### src/rtl/load_store_unit.sv
// Single-outstanding load/store initiator for a word-only memory: sub-word loads are extracted and extended, sub-word stores are read-modify-write.
// Latency accept->rsp_valid: 1 (fault), 2 (load, store W), 3 (store B/H); req_ready is high only in IDLE, and no response is ever held.
module load_store_unit #(
  parameter int ADDR_W = 32
) (
  input  logic              clk,
  input  logic              rst,
  input  logic              req_valid,
  output logic              req_ready,
  input  logic              req_we,
  input  logic [2:0]        req_funct3,
  input  logic [ADDR_W-1:0] req_addr,
  input  logic [31:0]       req_wdata,
  output logic              rsp_valid,
  output logic [31:0]       rsp_rdata,
  output logic              rsp_fault,
  output logic [ADDR_W-1:0] mem_access_addr,
  output logic [31:0]       mem_write_data,
  output logic              mem_write_en,
  output logic              mem_read,
  input  logic [31:0]       mem_read_data
);

  typedef enum logic [2:0] {
    IDLE,
    LOAD,
    RMW_RD,
    WR,
    RESP
  } state_t;

  localparam logic [2:0] F3_B  = 3'b000;
  localparam logic [2:0] F3_H  = 3'b001;
  localparam logic [2:0] F3_W  = 3'b010;
  localparam logic [2:0] F3_BU = 3'b100;
  localparam logic [2:0] F3_HU = 3'b101;

  state_t            state;
  state_t            state_n;
  logic              accept;
  logic              req_illegal;
  logic              req_misaligned;
  logic              req_bad;

  logic [2:0]        funct3_q;
  logic [ADDR_W-1:0] addr_q;
  logic [31:0]       wdata_q;
  logic [31:0]       merge_q;
  logic [31:0]       rdata_q;
  logic              fault_q;

  logic [7:0]        ld_byte;
  logic [15:0]       ld_half;
  logic [31:0]       ld_ext;
  logic [31:0]       merged;

  // Request legality is judged on the live request so a fault can skip straight to RESP.
  always_comb begin
    req_illegal = 1'b0;
    case (req_funct3)
      3'b011, 3'b110, 3'b111: req_illegal = 1'b1;
      F3_BU, F3_HU:           req_illegal = req_we;
      default:                req_illegal = 1'b0;
    endcase
    req_misaligned = 1'b0;
    case (req_funct3)
      F3_H, F3_HU: req_misaligned = req_addr[0];
      F3_W:        req_misaligned = |req_addr[1:0];
      default:     req_misaligned = 1'b0;
    endcase
    req_bad = req_illegal | req_misaligned;
  end

  always_ff @(posedge clk) begin
    if (rst) begin
      state <= IDLE;
    end else begin
      state <= state_n;
    end
  end

  always_comb begin
    state_n      = state;
    accept       = 1'b0;
    req_ready    = 1'b0;
    rsp_valid    = 1'b0;
    mem_read     = 1'b0;
    mem_write_en = 1'b0;
    case (state)
      IDLE: begin
        req_ready = 1'b1;
        if (req_valid) begin
          accept = 1'b1;
          if (req_bad) begin
            state_n = RESP;
          end else if (!req_we) begin
            state_n = LOAD;
          end else if (req_funct3 == F3_W) begin
            state_n = WR;
          end else begin
            state_n = RMW_RD;
          end
        end
      end
      LOAD: begin
        mem_read = 1'b1;
        state_n  = RESP;
      end
      RMW_RD: begin
        mem_read = 1'b1;
        state_n  = WR;
      end
      WR: begin
        // A reset landing on the write cycle must leave memory untouched.
        mem_write_en = !rst;
        state_n      = RESP;
      end
      RESP: begin
        rsp_valid = 1'b1;
        state_n   = IDLE;
      end
      default: state_n = IDLE;
    endcase
  end

  // Little-endian lane select on the returned word, then sign or zero extension.
  always_comb begin
    ld_byte = mem_read_data[7:0];
    case (addr_q[1:0])
      2'd1:    ld_byte = mem_read_data[15:8];
      2'd2:    ld_byte = mem_read_data[23:16];
      2'd3:    ld_byte = mem_read_data[31:24];
      default: ld_byte = mem_read_data[7:0];
    endcase
    ld_half = addr_q[1] ? mem_read_data[31:16] : mem_read_data[15:0];
    case (funct3_q)
      F3_B:    ld_ext = {{24{ld_byte[7]}}, ld_byte};
      F3_H:    ld_ext = {{16{ld_half[15]}}, ld_half};
      F3_BU:   ld_ext = {24'h0, ld_byte};
      F3_HU:   ld_ext = {16'h0, ld_half};
      default: ld_ext = mem_read_data;
    endcase
  end

  always_comb begin
    merged = mem_read_data;
    if (funct3_q == F3_B) begin
      case (addr_q[1:0])
        2'd0:    merged[7:0]   = wdata_q[7:0];
        2'd1:    merged[15:8]  = wdata_q[7:0];
        2'd2:    merged[23:16] = wdata_q[7:0];
        default: merged[31:24] = wdata_q[7:0];
      endcase
    end else if (addr_q[1]) begin
      merged[31:16] = wdata_q[15:0];
    end else begin
      merged[15:0] = wdata_q[15:0];
    end
  end

  // Response registers only change on the edge entering RESP, so they hold between responses.
  always_ff @(posedge clk) begin
    if (rst) begin
      funct3_q <= 3'h0;
      addr_q   <= '0;
      wdata_q  <= 32'h0;
      merge_q  <= 32'h0;
      rdata_q  <= 32'h0;
      fault_q  <= 1'b0;
    end else begin
      if (accept) begin
        funct3_q <= req_funct3;
        addr_q   <= req_addr;
        wdata_q  <= req_wdata;
        if (req_bad) begin
          rdata_q <= 32'h0;
          fault_q <= 1'b1;
        end
      end
      if (state == LOAD) begin
        rdata_q <= ld_ext;
        fault_q <= 1'b0;
      end
      if (state == RMW_RD) begin
        merge_q <= merged;
      end
      if (state == WR) begin
        rdata_q <= 32'h0;
        fault_q <= 1'b0;
      end
    end
  end

  assign rsp_rdata       = rdata_q;
  assign rsp_fault       = fault_q;
  assign mem_access_addr = (mem_read || mem_write_en) ? {addr_q[ADDR_W-1:2], 2'b00} : '0;
  assign mem_write_data  = mem_write_en ? ((funct3_q == F3_W) ? wdata_q : merge_q) : 32'h0;

endmodule

### config.mk
export PLATFORM = sky130hd
export DESIGN_NAME = load_store_unit
export DESIGN_NICKNAME = d
export VERILOG_FILES = /design/src/rtl/load_store_unit.sv
export SDC_FILE = /design/constraint.sdc
export NUM_CORES = 1
export LEC_CHECK = 0
export ABC_AREA = 1
export CELL_PAD_IN_SITES_DETAIL_PLACEMENT = 1
export CELL_PAD_IN_SITES_GLOBAL_PLACEMENT = 1
export CORE_MARGIN = 4
export CORE_UTILIZATION = 30
export CTS_CLUSTER_SIZE = 8
export DETAILED_ROUTE_END_ITERATION = 10
export HOLD_SLACK_MARGIN = 0.1
export PLACE_DENSITY_LB_ADDON = 0.1
export SLEW_MARGIN = 20
export SYNTH_ARGS = -nofsm -noshare
export SYNTH_HDL_FRONTEND = slang
export SYNTH_SLANG_ARGS = --single-unit
### constraint.sdc
create_clock -name clk -period 1.5 [get_ports clk]
set_input_delay 0.3 -clock clk [delete_from_list [all_inputs] [get_ports clk]]
set_output_delay 0.3 -clock clk [all_outputs]
set_load 0.005 [all_outputs]
==> results of run 1 <==
## worst max-delay path by stage
stage          slack, ns  cells past startpoint  startpoint             endpoint
2_1_floorplan      0.006                      8    state[2]   mem_write_data[10]
3_3_place_gp       -0.85                      6    state[1]  mem_access_addr[25]
3_5_place_dp        -1.0                      6    state[1]  mem_access_addr[20]
4_1_cts            -0.72                      5    state[0]             mem_read
5_1_grt            -0.76                     11    state[2]  mem_access_addr[23]
6_report           -0.71                     10    state[2]   mem_write_data[15]
## cell type report
| cell class | count | area (um2) | area share (%) |
|---|---|---|---|
| inverters | 144 | 559.3 | 4.514 |
| flip-flops and latches | 135 | 2719 | 21.94 |
| clock inverters | 12 | 249.0 | 2.009 |
| multi-input cells | 767 | 4378 | 35.33 |
| well taps | 319 | 399.1 | 3.221 |
| clock buffers | 19 | 442.9 | 3.575 |
| repair buffers | 372 | 3643 | 29.41 |
## per-stage QoR
step	setup WS [ns]	util, %
5_1_grt	-0.7650	52.16
3_3_place_gp	-0.8493	43.53
3_5_place_dp	-0.9987	43.53
4_1_cts	-0.7190	47.99
6_report	-0.7149	52.16
2_1_floorplan	0.006263	-
## layout by cell type (no fill, tap or decap), types with 54 or more instances in the layout
cell                                n
sky130_fd_sc_hd__buf_2             57
sky130_fd_sc_hd__nor2_1            54
sky130_fd_sc_hd__o21ai_0           72
sky130_fd_sc_hd__clkdlybuf4s50_1  112
sky130_fd_sc_hd__nand3_1           73
sky130_fd_sc_hd__nand2_1          155
sky130_fd_sc_hd__dfxtp_1          126
sky130_fd_sc_hd__a21oi_1          186
sky130_fd_sc_hd__inv_1            135
sky130_fd_sc_hd__buf_4            110
## cell families after synthesis
family | count (synthesis) | share of synthesized area [%]
AOI/OAI and AO/OA | 405 | 28.62
buffers and inverters | 240 | 13.41
DFF | 135 | 36.95
other | 1 | 0.05128
and+or+nand+nor | 359 | 20.96
## timing repair
item / CTS / global route
pin swaps: 11 / 18
cloned: 7 / 13
buffers inserted: 20 / 27
resized for setup: 377 / 220
setup endpoints to repair: 224 / 205
## state kept, by name, indices dropped and copies added, names as in the netlist
name and flops:
addr_q 32, merge_q 32, rsp_rdata 32, wdata_q 32, funct3_q 3, state 3
rsp_fault 1
## worst max-delay path: cells and delay by family, from the launching register on
family	cells	cell delay (ns)
AOI/OAI and AO/OA	2	0.25
buffers and inverters	5	0.66
DFF	1	0.32
and+or+nand+nor	3	0.26
## metal layers
layer,global-route usage (%),up-vias,part of all wire (%)
met5,0,-,0
met3,4.592,51,5.6
met2,39.32,277,48
met1,31.12,4355,44
met4,7.053,0,2.5
li1,-,4311,-
## power groups by stage
stage | Sequential (uW) | Combinational, uW | Clock (uW)
finish | 4020 | 4140 | 5030
global placement | 4050 | 3040 | 0
floorplan | 4020 | 1660 | 0
CTS | 4000 | 3310 | 5120
detailed placement | 4060 | 3080 | 0
global route | 4040 | 4440 | 5280
==> results.rst, run 1 <==
.. list-table::
   :header-rows: 1

   * - Metric
     - Value
   * - Antenna violations before repair
     - 0
   * - Register bit count reported by yosys
     - 135
   * - Average wire per standard cell
     - 19.88 um
   * - Post-synth top area cell
     - sky130_fd_sc_hd__dfxtp_1
   * - Slowest CP cell
     - sky130_fd_sc_hd__dfxtp_2
   * - Number of failing setup endpoints in the final timing report
     - between 150 and 200
   * - Total global-route track usage
     - 23.66%
   * - Sequential share of power
     - 30.5%
   * - Number of global-route vias before repair
     - 8632
   * - Floorplan die width
     - 164.1 um
   * - Pwr dens
     - 1064 mW/mm2
   * - Number of vias in the routed layout
     - 8994
   * - Number of inserted diodes
     - 0
   * - Final Wtd Congestion
     - 0.8732
   * - Mapped cell area
     - between 0.007 and 0.008 mm2
   * - Count of flip-flops with a built-in enable after synthesis
     - 0
   * - Standard cell area after detailed placement
     - 0.01034 mm2
   * - Primary flip-flop cell chosen by synthesis mapping
     - sky130_fd_sc_hd__dfxtp_1
   * - Buffer levels on the longest clock path
     - 2
   * - Inst Count DP
     - 1684
   * - P_int
     - 9001 uW
   * - Final count of hold timing violations
     - 0
   * - Placeable core region
     - 0.02375 mm2
   * - Cts bufs inserted
     - 17
   * - Per-instance average area after synthesis
     - 6.415 um2
   * - Critical path endpoint category
     - primary output
   * - Number of max-capacitance violations reported
     - 0
   * - Final HPWL from detailed placement
     - around 23000 um
   * - Share of total power in the clock network
     - 38.2%
   * - Final worst slack
     - -0.7149 ns
   * - Dominant cell type by count on the critical path
     - sky130_fd_sc_hd__inv_2
   * - Outcome
     - finished with violations
   * - Maximum clock skew at final layout
     - 0.008534 ns
   * - Async set or reset register ratio after synthesis
     - 0%
   * - Startpoint of the most critical hold path
     - req_wdata[19]
   * - Ports placed on the boundary
     - about 200
   * - Dominant cells by area after synthesis
     - sky130_fd_sc_hd__dfxtp_1 (37%), sky130_fd_sc_hd__a21oi_1 (16%), sky130_fd_sc_hd__o21ai_0 (9.4%)
   * - Initial Utilization
     - 30.79%
   * - CTS tree
     - built
   * - Placement Rows
     - 56
   * - Finished Layout Cells
     - 1768
   * - Comb pwr share
     - 31.4%
   * - Cts-stage hold buffer count
     - 0
   * - Largest fanout on the critical path
     - 8
   * - Post-synthesis cell type count
     - 28
   * - Switching power as a share of total power
     - approximately a third
   * - Layout Area Growth over Synthesis
     - 69.43%
   * - Max H-tree Level
     - 4
   * - Maximum number of pins on one net before global-route repair
     - 66
   * - Number of design rule violations left after detail routing
     - 0
   * - Wire length of the first global-routing pass
     - 49400 um
   * - Leakage power figure
     - 0.005295 uW
   * - Number of nets still failing antenna checks after routing
     - 0
   * - Average via count per standard cell
     - 5.087
   * - Worst r2r dst
     - merge_q[7]
   * - Worst-margin pin slew
     - around 0.7 ns
   * - Layout filler cell count
     - between 2000 and 3000
   * - CP cell instances
     - inv_2, nand2_2, nor2_2, inv_2, nor2_4, buf_12, buf_8, o21ai_2, a21oi_2, clkdlybuf4s15_2
   * - Final wirelength
     - 35140 um
   * - Post-route worst hold slack
     - approximately 0.46 ns
   * - Reg-to-reg critical path startpoint
     - funct3_q[1]
   * - Cell area after layout
     - 0.01239 mm2
   * - Max Fclk
     - 451.5 MHz
   * - Critical Path RT
     - 1.20 ns
   * - Fraction of synthesized cell area taken by the top area cell type
     - a little under two fifths
   * - Post-layout min period
     - 2.215 ns
   * - Worst hold path type
     - in2reg
   * - Arrival time at the worst endpoint
     - approximately 1.9 ns
   * - Layout Nets
     - 1540
   * - Hold Crit Endpoint
     - wdata_q[19]
   * - Worst r2r path cells
     - 13
   * - Net load switching power
     - 4183 uW
   * - Largest stage delay on the critical path
     - 0.32 ns
   * - Ratio of final minimum period to clock period
     - 147.7%
   * - Synth warn
     - 0
   * - Total design power
     - 13180 uW
   * - Unrepaired setup endpoints after global routing
     - yes
   * - Gate Count Post-Synth
     - 1140
   * - Critical path type
     - reg2out
   * - Violations in the final reports
     - negative setup slack
   * - Top-count cell post-synth
     - sky130_fd_sc_hd__a21oi_1
   * - GR Overflow Total
     - 0
   * - Leading cell types by count after synthesis
     - sky130_fd_sc_hd__a21oi_1 (228), sky130_fd_sc_hd__nand2_1 (168), sky130_fd_sc_hd__inv_1 (139)
   * - Clock Pin Slew Worst Setup and Hold Paths
     - approximately 0.060 ns
   * - First drt pass iteration count
     - 7
   * - Fraction of layout instances using a drive strength above 1
     - 32.16%
   * - Sum of negative setup slack
     - -50.22 ns
   * - Flop2flop setup slack
     - -0.23 ns
   * - Part of the Yosys area used for sequential elements
     - 36.95%
   * - Sink Count
     - 135
   * - Height of the chip
     - 164.1 um
   * - DIE AREA
     - ~0.027 mm2
   * - Input/output buffers
     - about 200
   * - Final max-slew violation count
     - 0
   * - Insertion delay of the later-clocked pin in the worst-skew pair
     - 0.42 ns
   * - First-iteration detailed-routing DRC count
     - just under 600
   * - CTS root buffer
     - sky130_fd_sc_hd__clkbuf_16
   * - Worst rel slew slack
     - 53.65%
   * - Type of element launching the critical path
     - flip-flop
   * - Worst hold stages
     - 3
   * - Maximum VDD drop
     - approximately 750 uV
(Power assumes the default switching activity.)
==> inputs of run 2 (changes only) <==
--- a/config.mk
+++ b/config.mk
@@ -6,6 +6,7 @@
 export NUM_CORES = 1
 export LEC_CHECK = 0
 export ABC_AREA = 1
+export CAP_MARGIN = 20
 export CELL_PAD_IN_SITES_DETAIL_PLACEMENT = 1
 export CELL_PAD_IN_SITES_GLOBAL_PLACEMENT = 1
 export CORE_MARGIN = 4
@@ -13,7 +14,7 @@
 export CTS_CLUSTER_SIZE = 8
 export DETAILED_ROUTE_END_ITERATION = 10
 export HOLD_SLACK_MARGIN = 0.1
-export PLACE_DENSITY_LB_ADDON = 0.1
+export PLACE_DENSITY = 0.78
 export SLEW_MARGIN = 20
 export SYNTH_ARGS = -nofsm -noshare
 export SYNTH_HDL_FRONTEND = slang
==> run 2 against run 1 <==
Against the previous run: the flow still finishes with violations (negative setup slack); final area up 4.9%; clock power down 18%; sequential power up 1%; critical path depth is the same; worst setup slack got worse by 0.028 ns; final cell count shrank 0.17%; combinational power up 16%; core utilization grew 2.6 points; global-route usage grew 0.32 points; hold slack got worse by 0.012 ns; largest cell class unchanged; flip-flop and latch count unchanged.
==> results.rst, run 2 (same netlist as run 1, synthesis figures left out) <==
.. list-table::
   :header-rows: 1

   * - Metric
     - Value
   * - Worst r2r path cells
     - 13 (unchanged)
   * - Fraction of layout instances using a drive strength above 1
     - 38.66% (was 32.16%)
   * - DIE AREA
     - 0.02694 mm2 (unchanged)
   * - Critical path endpoint category
     - primary output (unchanged)
   * - Layout Area Growth over Synthesis
     - 77.79% (was 69.43%)
   * - Multi-input logic area
     - 0.005004 mm2 (was 0.004378 mm2)
   * - Total global-route track usage
     - 23.98% (was 23.66%)
   * - Buffer levels on the longest clock path
     - 2 (unchanged)
   * - Finished Layout Cells
     - 1765 (was 1768)
   * - Final count of hold timing violations
     - 0 (unchanged)
   * - Final HPWL from detailed placement
     - 23350 um (was 22890 um)
   * - Most common library cell in the layout ignoring fill and taps
     - sky130_fd_sc_hd__a21oi_1 (unchanged)
   * - Number of inserted diodes
     - 0 (unchanged)
   * - Wire length of the first global-routing pass
     - 49990 um (was 49400 um)
   * - Inst Count DP
     - 1678 (was 1684)
   * - Post-layout min period
     - 2.243 ns (was 2.215 ns)
   * - Type of element launching the critical path
     - flip-flop (unchanged)
   * - Cts bufs inserted
     - 17 (unchanged)
   * - Final max-slew violation count
     - 0 (unchanged)
   * - Initial Utilization
     - 30.79% (unchanged)
   * - Clock Pin Slew Worst Setup and Hold Paths
     - 0.06 ns (about the same)
   * - Post-route worst hold slack
     - 0.4435 ns (was 0.4558 ns)
   * - Reg-to-reg critical path startpoint
     - state[2] (was funct3_q[1])
   * - Violations in the final reports
     - negative setup slack (unchanged)
   * - CTS root buffer
     - sky130_fd_sc_hd__clkbuf_16 (unchanged)
   * - Final worst slack
     - -0.7430 ns (was -0.7149 ns)
   * - CTS tree
     - built (unchanged)
   * - Number of failing setup endpoints in the final timing report
     - 215 (was 193)
   * - Placeable core region
     - 0.02375 mm2 (unchanged)
   * - Startpoint of the most critical hold path
     - req_wdata[28] (was req_wdata[19])
   * - Final Wtd Congestion
     - 0.9102 (was 0.8732)
   * - Floorplan die width
     - 164.1 um (unchanged)
   * - Worst hold path type
     - in2reg (unchanged)
   * - Layout filler cell count
     - 2833 (was 2873)
   * - Max Fclk
     - 445.8 MHz (was 451.5 MHz)
   * - Ports placed on the boundary
     - 204 (unchanged)
   * - Maximum number of pins on one net before global-route repair
     - 66 (unchanged)
   * - Arrival time at the worst endpoint
     - 1.94 ns (was 1.91 ns)
   * - Outcome
     - finished with violations (unchanged)
   * - Input/output buffers
     - 201 (unchanged)
   * - Number of nets still failing antenna checks after routing
     - 0 (unchanged)
   * - Total design power
     - 12990 uW (was 13180 uW)
   * - Unrepaired setup endpoints after global routing
     - yes (unchanged)
   * - First-iteration detailed-routing DRC count
     - 552 (was 583)
   * - Maximum clock skew at final layout
     - 0.01003 ns (was 0.008534 ns)
   * - Flop2flop setup slack
     - -0.48 ns (was -0.23 ns)
   * - Number of vias in the routed layout
     - 9259 (was 8994)
   * - Number of max-capacitance violations reported
     - 0 (unchanged)
   * - Largest fanout on the critical path
     - 8 (unchanged)
   * - Commonest cells after routing, fill and taps aside
     - sky130_fd_sc_hd__a21oi_1 (152), sky130_fd_sc_hd__inv_1 (135), sky130_fd_sc_hd__dfxtp_1 (125), sky130_fd_sc_hd__clkdlybuf4s50_1 (123), sky130_fd_sc_hd__nand2_1 (101) (was sky130_fd_sc_hd__a21oi_1 (186), sky130_fd_sc_hd__nand2_1 (155), sky130_fd_sc_hd__inv_1 (135), sky130_fd_sc_hd__dfxtp_1 (126), sky130_fd_sc_hd__clkdlybuf4s50_1 (112))
   * - Worst hold stages
     - 3 (unchanged)
   * - Average via count per standard cell
     - 5.246 (was 5.087)
   * - GR Overflow Total
     - 0 (unchanged)
   * - Layout Nets
     - 1536 (was 1540)
   * - Sink Count
     - 135 (unchanged)
   * - Maximum VDD drop
     - 701.5 uV (was 753.4 uV)
   * - Final wirelength
     - 38710 um (was 35140 um)
   * - Worst-margin pin slew
     - 0.7255 ns (was 0.6952 ns)
   * - Height of the chip
     - 164.1 um (unchanged)
   * - Number of global-route vias before repair
     - 9071 (was 8632)
   * - Cell area after layout
     - 0.01300 mm2 (was 0.01239 mm2)
   * - Placement Rows
     - 56 (unchanged)
   * - Sequential cell area
     - 0.002728 mm2 (was 0.002719 mm2)
   * - Worst rel slew slack
     - 51.64% (was 53.65%)
   * - Hold Crit Endpoint
     - wdata_q[28] (was wdata_q[19])
   * - First drt pass iteration count
     - 4 (was 7)
   * - Number of design rule violations left after detail routing
     - 0 (unchanged)
   * - Critical Path RT
     - 1.20 ns (about the same)
   * - Insertion delay of the later-clocked pin in the worst-skew pair
     - 0.44 ns (was 0.42 ns)
   * - Pwr dens
     - 998.8 mW/mm2 (was 1064 mW/mm2)
   * - Worst r2r dst
     - addr_q[8] (was merge_q[7])
   * - Average wire per standard cell
     - 21.93 um (was 19.88 um)
   * - Final standard cell utilization of the core
     - 54.74% (was 52.16%)
   * - Max H-tree Level
     - 4 (unchanged)
   * - Cts-stage hold buffer count
     - 0 (unchanged)
   * - Antenna violations before repair
     - 0 (unchanged)
   * - Standard cell area after detailed placement
     - 0.01032 mm2 (was 0.01034 mm2)
   * - Ratio of final minimum period to clock period
     - 149.5% (was 147.7%)
   * - Leakage power figure
     - 0.005535 uW (was 0.005295 uW)
   * - Critical path type
     - reg2out (unchanged)
[run 2: cell types whose count changed in the layout (fill, tap and decap cells not counted), sizes merged, moves of 2 or more]
cell	delta
dlygate4sd2	-15
clkdlybuf4s50	+11
inv	+8
bufinv	-7
clkdlybuf4s15	-3
dlymetal6s2s	+3
clkinv	-2
clkinvlp	+2
[run 2: layout make-up]
| type | instances | share of cell area [%] |
|---|---|---|
| multi-input cells | 768 | 38.48 |
| well taps | 319 | 3.070 |
| repair buffers | 367 | 28.86 |
| clock buffers | 19 | 3.483 |
| flip-flops and latches | 135 | 20.98 |
| inverters | 144 | 4.253 |
| clock inverters | 13 | 0.8757 |
[run 2: repair_timing]
action,CTS,global route
endpoints found under the setup margin,172,225
pin swaps,10,37
setup buffers,16,20
gates cloned,5,19
resized for setup,335,438
[run 2: worst max-delay path by stage]
stage / startpoint / to / slack (ns) / cells after the start
floorplan: state[2] / mem_write_data[10] / 0.006 / 8
global placement: state[1] / mem_access_addr[6] / -0.81 / 6
detailed placement: state[1] / mem_access_addr[12] / -1.03 / 6
CTS: state[2] / mem_write_data[22] / -0.74 / 11
global route: state[0] / mem_write_data[30] / -0.85 / 10
finish: state[0] / mem_write_data[30] / -0.74 / 10
[run 2: worst max-delay path, stage by stage (launching register included)]
cell and delay (ns):
sky130_fd_sc_hd__dfxtp_4 0.40, sky130_fd_sc_hd__nand2_4 0.08, sky130_fd_sc_hd__nor2_4 0.09, sky130_fd_sc_hd__inv_2 0.06
sky130_fd_sc_hd__nor2_4 0.12, sky130_fd_sc_hd__buf_12 0.15, sky130_fd_sc_hd__buf_16 0.13, sky130_fd_sc_hd__buf_12 0.14
sky130_fd_sc_hd__o21ai_2 0.06, sky130_fd_sc_hd__a21oi_1 0.12, sky130_fd_sc_hd__buf_2 0.15
[run 2: per-stage QoR]
step / setup TNS, ns / setup WS [ns]
floorplan: 0 / 0.006263
global placement: -72.28 / -0.8099
detailed placement: -83.44 / -1.026
CTS: -62.14 / -0.7384
global route: -95.92 / -0.8450
finish: -82.37 / -0.7430
[run 2: power by group]
group	switching, uW	total [uW]	leakage, uW	internal [uW]
logic	2700	4810	0.00416	2110
registers	204	4060	0.00111	3850
clock network	1870	4120	0.000267	2250
total	4770	13000	0.00553	8220
[run 2: per-layer routing]
metal / vias to the layer above / global-route usage [%] / routed length [um]
li1: 4328 / - / -
met1: 4559 / 29.77 / 15420
met2: 294 / 39.91 / 19390
met3: 78 / 6.148 / 2267
met4: 0 / 9.150 / 1635
met5: - / 0 / 0
